File: src/rtl/reverb_tap_engine_pkg.sv
// Shared definitions for the reverb tap engine: FSM encoding, tap-word layout, output limits.
// Latency: n/a (types, constants and constant functions only).
// Backpressure: n/a.
package reverb_tap_engine_pkg;

    typedef enum logic [2:0] {
        ST_IDLE   = 3'd0,
        ST_WRITE  = 3'd1,
        ST_TAP_RD = 3'd2,
        ST_SMP_RD = 3'd3,
        ST_DONE   = 3'd4
    } state_t;

    localparam int DEF_DATA_W   = 16;
    localparam int DEF_ADDR_W   = 16;
    localparam int DEF_COEF_W   = 8;
    localparam int DEF_MAX_TAPS = 512;
    localparam int DEF_ACC_W    = 32;

    // Tap word layout, MSB first: {delta (unsigned), neg, gain magnitude}.
    function automatic int tap_neg_bit(input int coef_w);
        return coef_w;
    endfunction

    function automatic int tap_delta_lsb(input int coef_w);
        return coef_w + 1;
    endfunction

    function automatic int tap_delta_w(input int data_w, input int coef_w);
        return data_w - 1 - coef_w;
    endfunction

    // Two's-complement limits of a data_w-bit signed sample.
    function automatic longint sat_hi(input int data_w);
        return (longint'(1) << (data_w - 1)) - 1;
    endfunction

    function automatic longint sat_lo(input int data_w);
        return -(longint'(1) << (data_w - 1));
    endfunction

endpackage

File: src/rtl/reverb_tap_engine_tap_mac.sv
// Signed tap multiply-accumulate with final wet shift, dry mix and output saturation.
// Latency: accumulator updates one cycle after acc_en; sat_out is combinational from acc and inputs.
// Backpressure: none; the caller gates acc_en on the memory handshake.
module reverb_tap_engine_tap_mac
    import reverb_tap_engine_pkg::*;
#(
    parameter int DATA_W = DEF_DATA_W,
    parameter int COEF_W = DEF_COEF_W,
    parameter int ACC_W  = DEF_ACC_W
) (
    input  logic              clk,
    input  logic              reset,
    input  logic              clr,
    input  logic              acc_en,
    input  logic [DATA_W-1:0] sample,
    input  logic [COEF_W-1:0] gain,
    input  logic              neg,
    input  logic              mix_en,
    input  logic [DATA_W-1:0] din,
    output logic [DATA_W-1:0] sat_out
);

    localparam int PW = DATA_W + COEF_W + 1;
    localparam logic signed [ACC_W:0] SAT_HI = (ACC_W + 1)'(sat_hi(DATA_W));
    localparam logic signed [ACC_W:0] SAT_LO = (ACC_W + 1)'(sat_lo(DATA_W));

    logic signed [ACC_W-1:0] acc_q, acc_d;
    logic signed [PW-1:0]    s_ext, g_ext, prod, term;
    logic signed [ACC_W:0]   wet, dry, sum;

    // Next accumulator: clear at sample start, else add the signed tap product when enabled.
    always_comb begin
        s_ext = PW'($signed(sample));
        g_ext = PW'({1'b0, gain});
        prod  = s_ext * g_ext;
        term  = neg ? -prod : prod;
        acc_d = acc_q;
        if (clr) begin
            acc_d = '0;
        end else if (acc_en) begin
            acc_d = acc_q + ACC_W'(term);
        end
    end

    // Accumulator register.
    always_ff @(posedge clk) begin
        if (reset) begin
            acc_q <= '0;
        end else begin
            acc_q <= acc_d;
        end
    end

    // Wet level drops the gain fraction bits, adds the optional dry path, then clamps.
    always_comb begin
        wet = (ACC_W + 1)'(acc_q >>> COEF_W);
        dry = mix_en ? (ACC_W + 1)'($signed(din)) : '0;
        sum = wet + dry;
        if (sum > SAT_HI) begin
            sat_out = SAT_HI[DATA_W-1:0];
        end else if (sum < SAT_LO) begin
            sat_out = SAT_LO[DATA_W-1:0];
        end else begin
            sat_out = sum[DATA_W-1:0];
        end
    end

endmodule

File: src/rtl/reverb_tap_engine.sv
// Per-sample reverb: writes the input into a ring buffer, then walks a sparse tap table doing MACs.
// Latency: zero-wait memory gives dout_valid 2n+3 cycles after tick (record=1), 2n+2 (record=0).
// Backpressure: every access holds mem_req and its address/data until mem_ready; ticks while busy are dropped and flagged.
module reverb_tap_engine
    import reverb_tap_engine_pkg::*;
#(
    parameter int DATA_W   = DEF_DATA_W,
    parameter int ADDR_W   = DEF_ADDR_W,
    parameter int COEF_W   = DEF_COEF_W,
    parameter int MAX_TAPS = DEF_MAX_TAPS,
    parameter int ACC_W    = DEF_ACC_W
) (
    input  logic              clk,
    input  logic              reset,
    input  logic              adc_tick,
    input  logic [DATA_W-1:0] din,
    input  logic              record,
    input  logic              mix_en,
    input  logic [ADDR_W-1:0] num_taps,
    output logic              mem_req,
    output logic              mem_we,
    output logic [ADDR_W-1:0] mem_addr,
    output logic [DATA_W-1:0] mem_wdata,
    input  logic [DATA_W-1:0] mem_rdata,
    input  logic              mem_ready,
    output logic [DATA_W-1:0] dout,
    output logic              dout_valid,
    output logic              busy,
    output logic              overrun
);

    localparam int NEG_BIT   = tap_neg_bit(COEF_W);
    localparam int DELTA_LSB = tap_delta_lsb(COEF_W);
    localparam int DELTA_W   = tap_delta_w(DATA_W, COEF_W);
    localparam int MAX_CL    = (MAX_TAPS < (2 ** ADDR_W) - 1) ? MAX_TAPS : (2 ** ADDR_W) - 1;
    localparam logic [ADDR_W-1:0] MAX_N    = ADDR_W'(MAX_CL);
    localparam logic [ADDR_W-1:0] RING_TOP = '1;
    localparam logic [ADDR_W:0]   D_MAX    = '1;

    state_t              state_q, state_d;
    logic [ADDR_W-1:0]   wr_ptr_q, wr_ptr_d;
    logic [ADDR_W-1:0]   n_q, n_d;
    logic [ADDR_W-1:0]   i_q, i_d;
    logic [ADDR_W:0]     d_q, d_d;
    logic [DATA_W-1:0]   din_q, din_d;
    logic                record_q, record_d;
    logic                mix_q, mix_d;
    logic                neg_q, neg_d;
    logic [COEF_W-1:0]   gain_q, gain_d;
    logic [DATA_W-1:0]   dout_q, dout_d;
    logic                dout_valid_q, dout_valid_d;
    logic                overrun_q, overrun_d;

    logic [ADDR_W-1:0]   n_new;
    logic [ADDR_W:0]     ring_len;
    logic                skip;
    logic [ADDR_W:0]     raw_ext;
    logic [ADDR_W-1:0]   raw, smp_addr, i_nxt;
    logic [DELTA_W-1:0]  tap_delta;
    logic [ADDR_W+1:0]   d_sum;
    logic                mac_clr, mac_en;
    logic [DATA_W-1:0]   mac_out;

    // Ring geometry: table at [0,n), ring at [n, top]; delays beyond the ring length contribute nothing.
    always_comb begin
        n_new     = (num_taps > MAX_N) ? MAX_N : num_taps;
        ring_len  = {1'b1, {ADDR_W{1'b0}}} - {1'b0, n_q};
        skip      = (d_q >= ring_len);
        raw_ext   = {1'b0, wr_ptr_q} - d_q;
        raw       = raw_ext[ADDR_W-1:0];
        // Adding the ring length modulo 2^ADDR_W is the same as subtracting n.
        smp_addr  = (raw_ext[ADDR_W] || (raw < n_q)) ? (raw - n_q) : raw;
        tap_delta = mem_rdata[DATA_W-1:DELTA_LSB];
        d_sum     = {1'b0, d_q} + (ADDR_W + 2)'(tap_delta);
        i_nxt     = i_q + 1'b1;
    end

    // FSM next state, memory port drive and datapath register updates.
    always_comb begin
        state_d      = state_q;
        wr_ptr_d     = wr_ptr_q;
        n_d          = n_q;
        i_d          = i_q;
        d_d          = d_q;
        din_d        = din_q;
        record_d     = record_q;
        mix_d        = mix_q;
        neg_d        = neg_q;
        gain_d       = gain_q;
        dout_d       = dout_q;
        dout_valid_d = 1'b0;
        overrun_d    = adc_tick && (state_q != ST_IDLE);
        mac_clr      = 1'b0;
        mac_en       = 1'b0;
        mem_req      = 1'b0;
        mem_we       = 1'b0;
        mem_addr     = '0;
        mem_wdata    = '0;
        case (state_q)
            ST_IDLE: begin
                if (adc_tick) begin
                    din_d    = din;
                    record_d = record;
                    mix_d    = mix_en;
                    n_d      = n_new;
                    i_d      = '0;
                    d_d      = '0;
                    mac_clr  = 1'b1;
                    if (wr_ptr_q < n_new) begin
                        wr_ptr_d = n_new;
                    end
                    if (record) begin
                        state_d = ST_WRITE;
                    end else if (n_new == '0) begin
                        state_d = ST_DONE;
                    end else begin
                        state_d = ST_TAP_RD;
                    end
                end
            end
            ST_WRITE: begin
                mem_req   = 1'b1;
                mem_we    = 1'b1;
                mem_addr  = wr_ptr_q;
                mem_wdata = din_q;
                if (mem_ready) begin
                    state_d = (n_q == '0) ? ST_DONE : ST_TAP_RD;
                end
            end
            ST_TAP_RD: begin
                mem_req  = 1'b1;
                mem_addr = i_q;
                if (mem_ready) begin
                    d_d     = d_sum[ADDR_W+1] ? D_MAX : d_sum[ADDR_W:0];
                    neg_d   = mem_rdata[NEG_BIT];
                    gain_d  = mem_rdata[COEF_W-1:0];
                    state_d = ST_SMP_RD;
                end
            end
            ST_SMP_RD: begin
                mem_req  = !skip;
                mem_addr = skip ? '0 : smp_addr;
                if (skip || mem_ready) begin
                    mac_en  = !skip;
                    i_d     = i_nxt;
                    state_d = (i_nxt < n_q) ? ST_TAP_RD : ST_DONE;
                end
            end
            ST_DONE: begin
                dout_d       = mac_out;
                dout_valid_d = 1'b1;
                if (record_q) begin
                    wr_ptr_d = (wr_ptr_q == RING_TOP) ? n_q : (wr_ptr_q + 1'b1);
                end
                state_d = ST_IDLE;
            end
            default: begin
                state_d = ST_IDLE;
            end
        endcase
    end

    // State and datapath registers; reset aborts any access in flight.
    always_ff @(posedge clk) begin
        if (reset) begin
            state_q      <= ST_IDLE;
            wr_ptr_q     <= '0;
            n_q          <= '0;
            i_q          <= '0;
            d_q          <= '0;
            din_q        <= '0;
            record_q     <= 1'b0;
            mix_q        <= 1'b0;
            neg_q        <= 1'b0;
            gain_q       <= '0;
            dout_q       <= '0;
            dout_valid_q <= 1'b0;
            overrun_q    <= 1'b0;
        end else begin
            state_q      <= state_d;
            wr_ptr_q     <= wr_ptr_d;
            n_q          <= n_d;
            i_q          <= i_d;
            d_q          <= d_d;
            din_q        <= din_d;
            record_q     <= record_d;
            mix_q        <= mix_d;
            neg_q        <= neg_d;
            gain_q       <= gain_d;
            dout_q       <= dout_d;
            dout_valid_q <= dout_valid_d;
            overrun_q    <= overrun_d;
        end
    end

    reverb_tap_engine_tap_mac #(
        .DATA_W (DATA_W),
        .COEF_W (COEF_W),
        .ACC_W  (ACC_W)
    ) u_tap_mac (
        .clk     (clk),
        .reset   (reset),
        .clr     (mac_clr),
        .acc_en  (mac_en),
        .sample  (mem_rdata),
        .gain    (gain_q),
        .neg     (neg_q),
        .mix_en  (mix_q),
        .din     (din_q),
        .sat_out (mac_out)
    );

    assign dout       = dout_q;
    assign dout_valid = dout_valid_q;
    assign overrun    = overrun_q;
    assign busy       = (state_q != ST_IDLE);

endmodule

File: config.mk
export PLATFORM = sky130hd
export DESIGN_NAME = reverb_tap_engine
export DESIGN_NICKNAME = d
export VERILOG_FILES = /design/src/rtl/reverb_tap_engine_pkg.sv /design/src/rtl/reverb_tap_engine_tap_mac.sv /design/src/rtl/reverb_tap_engine.sv
export SDC_FILE = /design/constraint.sdc
export NUM_CORES = 1
export LEC_CHECK = 0
export ABC_AREA = 1
export BUFFER_PORTS_ARGS = -buffer_cell sky130_fd_sc_hd__buf_2
export CORE_UTILIZATION = 60
export CTS_BUF_LIST = sky130_fd_sc_hd__clkbuf_16
export DETAILED_ROUTE_END_ITERATION = 6
export PLACE_DENSITY = 0.79
export SLEW_MARGIN = 20
export SYNTH_ARGS = -nofsm -noshare
export SYNTH_HDL_FRONTEND = slang
export SYNTH_SLANG_ARGS = --single-unit
File: constraint.sdc
create_clock -name clk -period 7.59 [get_ports clk]
set_input_delay 0.759 -clock clk [delete_from_list [all_inputs] [get_ports clk]]
set_output_delay 0.759 -clock clk [all_outputs]
set_load 0.01 [all_outputs]
-- Yosys cells after proc, flatten, opt, wreduce, memory -nomap -nowiden
Index checks and enable logic that the tools add are counted.
- bits in registers: 145
- input bits: 54
- output and inout bits: 53
- word-level logic and storage cells: 98
- add/subtract/negate cells: 9
- multipliers: 1
- $lt $le $gt $ge: 7
- equal/unequal tests: 11
- muxes and demuxes: 37
- reduce and logical (&&, ||, !) cells: 19
- operators with widths (kind ; number):
    $mux W16 ; 12
    $pmux W16 S2 ; 2
    $mux W17 ; 3
    $lt A16 B16 Y1 ; 3
    $pmux W16 S3 ; 1
    $pmux W17 S2 ; 1
    $add A24 B33 Y33 ; 1
    $gt A33 B16 Y1 const B ; 1
    $lt A33 B16 Y1 const B ; 1
    $mux W33 ; 1
    $add A16 B1 Y16 const B ; 2
    $add A32 B25 Y32 ; 1
    $logic_not A16 Y1 ; 2
    $mul A16 B9 Y25 ; 1
    $mux W25 ; 1
    $neg A25 Y25 ; 1
    $mux W3 ; 8
    $add A17 B7 Y18 ; 1
    $ge A17 B17 Y1 ; 1
    $sub A16 B17 Y17 ; 1
    $sub A17 B16 Y17 const A ; 1
    $eq A16 B16 Y1 const B ; 1
    $gt A16 B10 Y1 const B ; 1
    $sub A16 B16 Y16 ; 1
    other kinds (17) ; 35

-- Depth between registers and ports, before layout
Gate-level depths: netlist (run 1).
- word-level depth: 7
- depth in mapped cells: 42
- mapped depth without buffers: 41

-- Hierarchy
A second synthesis (run 1) with hierarchy kept.
- cells, all modules: 2971
- area total of the unflattened synthesis: 19208.4 um2
- by module, submodules not included (module ; instances ; cells an instance ; area an instance (um2) ; sequential area each (um2)):
    reverb_tap_engine_tap_mac ; 1 ; 1637 ; 10356.2 ; 640.6
    reverb_tap_engine ; 1 ; 1334 ; 8852.2 ; 2262.2

-- Worst setup path before layout (run 1)
Ideal clock, no wire load.
- path kind: input port to flip-flop
- start: input port mem_rdata[6]
- end: register u_tap_mac.acc_q[31]
- library setup time: 0.113 ns
- data arrival time: 6.719 ns
- required time: 7.477 ns
- setup slack: 0.759 ns
- stages on the path: 37
- path buffers: 1
- cells stage by stage: clkbuf_1 -> nand2_1 -> fa_1 -> inv_1 -> fa_1 -> fa_1 -> inv_1 -> fa_1 -> inv_1 -> ha_1 -> nand2_1 -> inv_1 -> a21oi_1 -> nand2_2 -> xnor2_2 -> inv_1 -> nor3_2 -> nand3_1 -> nor3_2 -> nand3_2 -> nand2_2 -> o21ai_1 -> xor2_1 -> ha_1 -> nand2_1 -> nor4_1 -> nand3_1 -> nand3_1 -> nand2_1 -> o211ai_1 -> nand2_1 -> nand2_1 -> nand3_1 -> nand2_1 -> nor2_1 -> nor2_1 -> nor2_1
- longest elaborated chain between the ends: 4
- RTL lines (item ; line ; text):
    start: declaration ; reverb_tap_engine.sv:24 ; input logic [DATA_W-1:0] mem_rdata,
    $mul A16 B9 Y25 (*) ; reverb_tap_engine_tap_mac.sv:35 ; prod = s_ext * g_ext;
    $neg A25 Y25 ; reverb_tap_engine_tap_mac.sv:36 ; term = neg ? -prod : prod;
    $mux W25 (*) ; reverb_tap_engine_tap_mac.sv:36 ;
    $add A32 B25 Y32 (*) ; reverb_tap_engine_tap_mac.sv:41 ; acc_d = acc_q + ACC_W'(term);
    end signal: assignment ; reverb_tap_engine_tap_mac.sv:48 ; acc_q <= '0;
    end signal: assignment ; reverb_tap_engine_tap_mac.sv:50 ; acc_q <= acc_d;
    end: declaration ; reverb_tap_engine_tap_mac.sv:27 ; logic signed [ACC_W-1:0] acc_q, acc_d;
Mark *: on every way between the ends. The rest lies on a longest branch, timed or not.
A chain may end at the register's enable or synchronous reset.

-- Worst setup path after layout (run 1)
- start: register gain_q[4]
- end: register u_tap_mac.acc_q[31]
- longest elaborated chain between the ends: 4
- RTL lines (item ; line ; text):
    start: declaration ; reverb_tap_engine.sv:49 ; logic [COEF_W-1:0] gain_q, gain_d;
    start signal: assignment ; reverb_tap_engine.sv:189 ; gain_q <= gain_d;
    $mul A16 B9 Y25 (*) ; reverb_tap_engine_tap_mac.sv:35 ;
    $neg A25 Y25 ; reverb_tap_engine_tap_mac.sv:36 ;
    $mux W25 (*) ; reverb_tap_engine_tap_mac.sv:36 ;
    $add A32 B25 Y32 (*) ; reverb_tap_engine_tap_mac.sv:41 ;
Marked as above.

==> results of run 1 <==
-- report_power, final --
part           total [mW]  leakage, nW  internal [mW]  switching, mW
combinational        4.55         9.32           1.59           2.96
clock               0.870        0.280          0.488          0.383
sequential          0.986         1.18          0.851          0.135
total                6.41         10.8           2.93           3.48
-- registers in the layout (all words and copies together) (netlist names), 3 cells and up --
name,count
d_q,17
din_q,16
dout,16
gain_q,8
i_q,16
n_q,16
state_q,3
u_tap_mac.acc_q,32
wr_ptr_q,16
-- layout make-up --
type,instances,area [sq um]
Multi-Input combinational cell,2046,13500
Fill cell,2835,10500
Sequential cell,145,2910
Inverter,518,1940
Timing Repair Buffer,123,658
Tap cell,396,495
Clock buffer,17,425
Clock inverter,14,155
Antenna cell,1,2.50
-- stage by stage --
step	cell area, sq um	utilization	power (mW)
floorplan	18700	-	4.40
global placement	19500	0.636	5.34
detailed placement	19500	0.636	5.44
CTS	20000	0.655	6.32
global route	20100	0.656	6.98
finish	20100	0.656	6.41
-- cell families (layout without fill, tap and decap cells) --
logic type | after synthesis | count (layout) | synth area share
DFF | 145 | 145 | 0.156
buffers and inverters | 603 | 672 | 0.124
AOI/OAI and AO/OA | 534 | 534 | 0.164
and+or+nand+nor | 1059 | 1059 | 0.241
other | 1 | 7 | 0.000201
xor gates and xnor gates | 143 | 143 | 0.0679
adders and majority gates | 304 | 304 | 0.247
-- worst paths after layout --
check                  from             endpoint  slack (ns)  cells after the start
hold reg to reg    record_q             record_q        0.47                      2
setup / recovery  gain_q[4]  u_tap_mac.acc_q[31]        0.59                     36
setup reg to reg  gain_q[4]  u_tap_mac.acc_q[31]        0.59                     36
hold / removal     record_q             record_q        0.47                      2
-- what timing repair did --
action	4_1_cts	5_1_grt
gates resized for setup	0	6
hold buffers	0	0
endpoints found under the setup margin	0	1
-- layer usage --
layer | up-vias | share of wire | track usage | wire length, um
li1 | 9058 | - | - | -
met1 | 8652 | 0.44 | 0.448 | 23600
met2 | 712 | 0.46 | 0.568 | 24800
met3 | 103 | 0.077 | 0.0514 | 4130
met4 | 0 | 0.029 | 0.126 | 1560
met5 | - | 0 | 0 | 0
-- worst min-delay path: stages, from the launching register on --
cell     delay [ns]
dfxtp_1        0.33
nand2_1        0.05
o21ai_0        0.06
-- cells in the mapped netlist (3+ instances only) --
library cell	instances	area share
buf_6	3	0.0018
xor2_1	87	0.041
o22ai_1	12	0.0040
o21ai_1	33	0.0088
inv_1	510	0.10
nand3_1	110	0.029
a31oi_1	6	0.0020
nand3_2	3	0.0016
o211ai_1	18	0.0072
nor3_2	6	0.0032
a21o_1	8	0.0032
a22oi_1	7	0.0028
nor4_1	6	0.0020
a21boi_1	3	0.0012
nor2_2	5	0.0017
fa_1	107	0.11
a21oi_2	16	0.0075
nand2_2	23	0.0077
inv_2	6	0.0012
o221ai_1	12	0.0056
o21bai_1	5	0.0020
ha_1	197	0.13
dfxtp_1	145	0.16
a211oi_1	4	0.0016
buf_2	9	0.0024
a21oi_1	221	0.059
a21boi_0	4	0.0016
o21a_1	3	0.0012
o21ai_2	7	0.0033
nor2_1	192	0.039
nand2_1	616	0.12
nor3_1	41	0.011
o21ai_0	155	0.042
nand3b_1	14	0.0056
or2_2	7	0.0023
nand4_1	27	0.0090
clkbuf_1	67	0.013
xnor2_1	54	0.025
o31ai_1	7	0.0028
==> flow_summary.ini, run 1 <==
[placement]
post-place-ws_ns = 0.191
dp_cells = 3228
hpwl_um = 43400
place.gp.congestion = 1.00
io_buffers = 106

[global_route]
overflow = 0
grt_pass1_wl_um = 85500
grt_pass1_vias = 17200
grt_use_total = 0.342
grt_max_degree = 60
antenna_found_initial = 1

[clock_tree]
cts-htree-levels = 4
clock-sinks = 145
worstSkewPairLatency_ns = 0.46
cts_tree = yes
cts-root-buf = clkbuf_16
cts_max_path_buffers = 2
clkSlewWorstSetupHoldPaths_ns = 0.07
cts_setup_buffers = 0
cts_buffers = 17

[status]
status = finished clean

[sta]
finalCriticalPeriod_ns = 7.00
rsz0062_at_grt = false
hold_viol = 0
tightest_slew_ns = 1.17
drv_slew = 0
setup_tns_ns = 0
fin_ws_ns = 0.592
fmax_mhz = 143
holdWs_ns = 0.473
slew_headroom = 0.215
setup_viol = 0
finClkSkew_ns = 0.0110
period_share = 0.922

[critical_path]
crit_top_cell = nand2_1
crit_fanout = 10
cpMaxStageDelayCell = dfxtp_1
cp.arrival_ns = 7.34
slowest_delay_ns = 0.55
setup.worst_path.class = reg -> reg
cp.required_ns = 7.94
critical-path-top-delay-family = adder cells
startpoint_type = register
end_kind = register
crit_buf_inv = 5

[logic_synthesis]
async_flop_share = 0
synth_edf_count = 0
synth_seq_cells = 145
yosysWarnings = 0
synthFlopType = dfxtp_1
synthesis.instances = 2789
yosysUniqueCellTypes = 66
yosysSeqAreaShare = 0.156
synth_area_per_cell_sq_um = 6.69
synth.cell_area_sq_mm = 0.0187

[die]
rows = 64
coreArea_sq_mm = 0.0306
dieHeight_um = 178
io_pins = 107
start_util = 0.610
die_w_um = 178
die_area_sq_mm = 0.0318

[finish]
fin_cells = 3260
final_common_cell = nand2_1
layout-drive-gt1-share = 0.0856
finalNetCount = 3209
synthToLayoutAreaGrowth_pct = 7.46
final_cell_mix = nand2_1, inv_1, a21oi_1, ha_1, nor2_1

[route]
vias = 18500
drt-initial-drc-count = 1316
wl_per_cell_um = 16.6
drc_errors = 0
drt-total-wl_um = 54000
drtAntennaViolNets = 0
firstDrtPassIters = 5
viasPerCell = 5.68

[job]
max_cap_violations = 0

[pwr]
ir_worst_vdd_v = 0.000262
power.leakage_nw = 10.8
power.density_mw_per_mm2 = 320

[min_path]
hold_class = reg -> reg
Note: power is estimated with default switching activity, not from simulation.
==> inputs of run 2 (changes only) <==
RECOVER_POWER = 100   (was default)
==> run 2 against run 1 <==
Net effect:
- the flow now finishes with violations (max-capacitance violations, max-slew violations)
- clock power about the same
- non-clock buffer count unchanged
- clock skew down 0.0018 ns
- combinational power about the same
- sequential power about the same
- utilization down 0.35 points
- die area unchanged
- design area down 0.54%
- final cell count unchanged
- sequential share of layout area up 0.078 points
- sequential cell count unchanged
- worst hold slack worse by 0.011 ns
- largest cell class unchanged
==> flow_summary.ini, run 2 (synthesis gave the netlist of run 1 again) <==
[die]
io_pins = 107
start_util = 0.610
die_area_sq_mm = 0.0318
coreArea_sq_mm = 0.0306
die_w_um = 178
rows = 64
dieHeight_um = 178

[clock_tree]
worstSkewPairLatency_ns = 0.45
clkSlewWorstSetupHoldPaths_ns = 0.07
cts-root-buf = clkbuf_16
ctsResizeCount = 0
cts_setup_buffers = 0
cts-htree-levels = 4
cts_tree = yes
clock-sinks = 145
cts_buffers = 17
cts_max_path_buffers = 2
ctsHoldBuffers = 0

[critical_path]
setup.worst_path.class = reg -> reg
crit_chain = inv_1 > ha_1 > nand3_1 > nor3_1 > nand4_1 > nor3_1 > nand2_1 > nor3_1 > nand3_1 > ha_1 > a21oi_1 > o21ai_0 > a21oi_1 > o2111ai_1 > nor2_1 > inv_2 > o22ai_1 > inv_1 > nand3_1 > a21oi_1
r2r_start = n_q[1]
end_kind = register
crit_path_start = n_q[1]
crit_fanout = 17
cp.arrival_ns = 7.34
startpoint_type = register
slowest_delay_ns = 1.14
cpMaxStageDelayCell = o22ai_1
cp.required_ns = 7.84

[finish]
postLayoutCoreUtil = 0.652
multi_input_area_sq_mm = 0.0134
layout-drive-gt1-share = 0.0632
top_regs = u_tap_mac.acc_q (32), d_q (17)
seqCellArea_sq_mm = 0.00291
fill_cells = 2885
largest_register_ffs = 32
final_cell_mix = nand2_1, inv_1, a21oi_1, ha_1, nor2_1
top_register = u_tap_mac.acc_q
finalNetCount = 3209
final_common_cell = nand2_1
fin_cells = 3260
synthToLayoutAreaGrowth_pct = 6.88

[sta]
drv_slew = 135
rsz0062_at_grt = false
tightest_slew_ns = 2.75
fin_ws_ns = 0.495
finalCriticalPeriod_ns = 7.09
hold_viol = 0
finClkSkew_ns = 0.00917
setup_viol = 0
setup_tns_ns = 0
period_share = 0.935
fmax_mhz = 141
slew_headroom = -0.835
holdWs_ns = 0.462

[placement]
dp_cells = 3228
place.gp.congestion = 1.00
io_buffers = 106
post-place-ws_ns = 0.191
hpwl_um = 43400

[pwr]
sw_frac_of_total = 0.545
power_frac_seq = 0.154
p_int_mw = 2.91
pwr-share-comb = 0.710
power.density_mw_per_mm2 = 320
power_switching_mw = 3.48
power.leakage_nw = 10.5
ir_worst_vdd_v = 0.000262
p_clk_frac = 0.136

[min_path]
worstHoldStart = record_q
hold_class = reg -> reg

[route]
firstDrtPassIters = 5
viasPerCell = 5.69
vias = 18500
wl_per_cell_um = 16.6
drt-initial-drc-count = 1445
drc_errors = 0
drtAntennaViolNets = 0
drt-total-wl_um = 54000

[global_route]
overflow = 0
grt_pass1_vias = 17200
grt_max_degree = 60
antenna_found_initial = 1
grt_use_total = 0.342
grt_pass1_wl_um = 85500

[status]
status = complete, but fails checks
violations = max-capacitance violations, max-slew violations

[job]
max_cap_violations = 3
-- run 2: power by group through the flow --
stage               clock network (mW)  logic [mW]  registers (mW)
finish                           0.869        4.53           0.987
global route                     0.902        5.06           0.997
CTS                              0.873        4.47           0.979
detailed placement                   0        4.44           0.995
global placement                     0        4.35           0.992
floorplan                            0        3.47           0.929
-- run 2: critical path, delay by kind of cell (launching register included) --
kind	cells	cell delay (ns)
and+or+nand+nor	9	2.86
AOI/OAI and AO/OA	6	1.92
adders and majority gates	2	0.68
DFF	1	0.36
buffers and inverters	3	1.03
-- run 2: final timing paths --
kind         endpoint  slack, ns  depth (start not counted)
min          record_q       0.46                          2
min reg2reg  record_q       0.46                          2
max reg2reg   i_q[11]       0.50                         20
max           i_q[11]       0.50                         20
-- run 2: through the flow --
stage | total power [mW] | area (sq um)
detailed placement | 5.44 | 19500
finish | 6.39 | 19900
global placement | 5.34 | 19500
CTS | 6.32 | 20000
global route | 6.96 | 19900
floorplan | 4.40 | 18700
-- run 2: layout make-up --
cell class,count,area share
inverters,518,0.0975
clock buffers,17,0.0213
flip-flops and latches,145,0.146
diodes,1,0.000125
repair buffers,123,0.0289
multi-input cells,2046,0.674
clock inverters,14,0.00778
well taps,396,0.0248
-- run 2: metal layers --
layer | GRT usage | routed length [um]
met5 | 0 | 0
met4 | 0.126 | 1530
met3 | 0.0514 | 4330
met2 | 0.568 | 24800
met1 | 0.448 | 23400
==> inputs of run 3 (changes only) <==
CORE_UTILIZATION = 45   (was 60)
GPL_TIMING_DRIVEN = 0   (was default)
PLACE_DENSITY = default   (was 0.79)
clock period = 5.7 ns   (was 7.59 ns; I/O delays follow)
==> run 3 against run 2 <==
Net effect:
- critical path depth increased by 19
- clock-buffer cell count unchanged
- critical endpoint is now u_tap_mac.acc_q[31]
- largest power group unchanged
- via count rose by 2.1%
- maximum frequency is 6.6% higher
- sequential cell count unchanged
- utilization decreased by 9.2 points
- the flow finishes with violations (negative setup slack)
==> flow_summary.ini, run 3 (synthesis gave the netlist of run 1 again) <==
[finish]
diodes = 0
largest_register_ffs = 32
fill_cells = 3978
postLayoutCoreUtil = 0.560
final_cell_mix = nand2_1, inv_1, a21oi_1, nor2_1, ha_1
fin_cells = 3544
top_regs = u_tap_mac.acc_q (32), d_q (17)
final_common_cell = nand2_1
multi_input_area_sq_mm = 0.0149
finalNetCount = 3357
top_register = u_tap_mac.acc_q
seqCellArea_sq_mm = 0.00291
synthToLayoutAreaGrowth_pct = 22.5
layout-drive-gt1-share = 0.185

[job]
max_cap_violations = 0

[critical_path]
startpoint_type = register
crit_top_cell = nand2_2
critical-path-top-delay-family = adder cells
crit_fanout = 6
end_kind = register
cpMaxStageDelayCell = fa_1
cp.required_ns = 6.04
cp.arrival_ns = 6.99
slowest_delay_ns = 0.54
r2r_start = gain_q[1]
crit_buf_inv = 7
setup.worst_path.class = reg -> reg
crit_path_start = gain_q[1]

[sta]
fin_ws_ns = -0.953
setup_viol = 37
drv_slew = 0
hold_viol = 0
finalCriticalPeriod_ns = 6.65
fmax_mhz = 150
tightest_slew_ns = 1.27
period_share = 1.17
slew_headroom = 0.146
holdWs_ns = 0.353
rsz0062_at_grt = true
finClkSkew_ns = 0.0121

[global_route]
grt_use_total = 0.286
grt_max_degree = 17
grt_pass1_wl_um = 94400
grt_pass1_vias = 18400
antenna_found_initial = 0
overflow = 0

[clock_tree]
cts_max_path_buffers = 2
worstSkewPairLatency_ns = 0.45
cts_buffers = 17
cts_tree = yes
clkSlewWorstSetupHoldPaths_ns = 0.07
cts-root-buf = clkbuf_16
clock-sinks = 145
cts-htree-levels = 4
ctsHoldBuffers = 0

[placement]
post-place-ws_ns = -1.44
hpwl_um = 48900
dp_cells = 3423
place.gp.congestion = 0.985
io_buffers = 97

[pwr]
power.leakage_nw = 11.6
ir_worst_vdd_v = 0.000451
power.density_mw_per_mm2 = 459

[status]
status = complete, but fails checks
violations = negative setup slack

[min_path]
worstHoldStart = din[4]
hold_class = in -> reg

[die]
io_pins = 107
start_util = 0.457
dieHeight_um = 206
die_area_sq_mm = 0.0423
coreArea_sq_mm = 0.0408
die_w_um = 206
rows = 74

[route]
drc_errors = 0
wl_per_cell_um = 17.3
vias = 18900
drt-initial-drc-count = 1182
drt-total-wl_um = 61200
drtAntennaViolNets = 0
firstDrtPassIters = 5
viasPerCell = 5.34
-- run 3: changes by cell type in the layout (fill, tap and decap cells not counted), moves of 28 or more --
cell	before	now
buf_4	13	78
ha_1	197	163
ha_4	0	32
inv_1	512	474
inv_2	5	38
nand2_1	616	532
nand2_2	23	78
nand2_4	0	28
-- run 3: cell type report --
type,instances,area share
Buffer,81,0.0284
Clock buffer,17,0.0186
Clock inverter,15,0.00690
Inverter,518,0.0856
Multi-Input combinational cell,2046,0.650
Sequential cell,145,0.127
Tap cell,532,0.0291
Timing Repair Buffer,190,0.0541
-- run 3: worst paths after layout --
| kind | endpoint | slack [ns] | depth (start not counted) |
|---|---|---|---|
| setup / recovery | u_tap_mac.acc_q[31] | -0.95 | 39 |
| hold / removal | din_q[4] | 0.35 | 3 |
| setup reg to reg | u_tap_mac.acc_q[31] | -0.95 | 39 |
| hold reg to reg | record_q | 0.47 | 2 |
-- run 3: metrics by stage --
| stage | cell area, sq um | power, mW | setup TNS [ns] |
|---|---|---|---|
| after detailed placement | 20200 | 7.62 | -17.88 |
| after CTS | 21800 | 9.46 | -8.55 |
| final | 22900 | 10.5 | -20.90 |
| after global routing | 22900 | 11.4 | -32.53 |
| after global placement | 20200 | 7.55 | -17.23 |
| after floorplan | 19100 | 6.06 | -2.33 |
-- run 3: worst register-to-register path: cells and delay by family, from the launching register on --
kind / cells / cell delay [ns]
XOR/XNOR: 1 / 0.18
adder cells (fa/ha/maj): 6 / 2.65
buffers and inverters: 7 / 0.65
AO/OA/AOI/OAI: 2 / 0.25
flip-flops: 1 / 0.34
AND/OR/NAND/NOR: 23 / 2.49
-- run 3: power breakdown --
part	switching [mW]	leakage [nW]	total, mW	internal [mW]
Clock	0.496	0.280	1.14	0.649
Sequential	0.155	1.18	1.29	1.13
Combinational	4.85	10.1	8.06	3.22
-- run 3: timing repair --
action / 4_1_cts / 5_1_grt
pin swaps: 63 / 100
resized for setup: 120 / 217
setup buffers: 48 / 43
cloned: 3 / 3
endpoints found under the setup margin: 31 / 38
-- run 3: per-layer routing --
metal,wire length (um),track usage
met5,0,0
met3,2930,0.0391
met2,28600,0.478
met4,2140,0.106
met1,27500,0.372
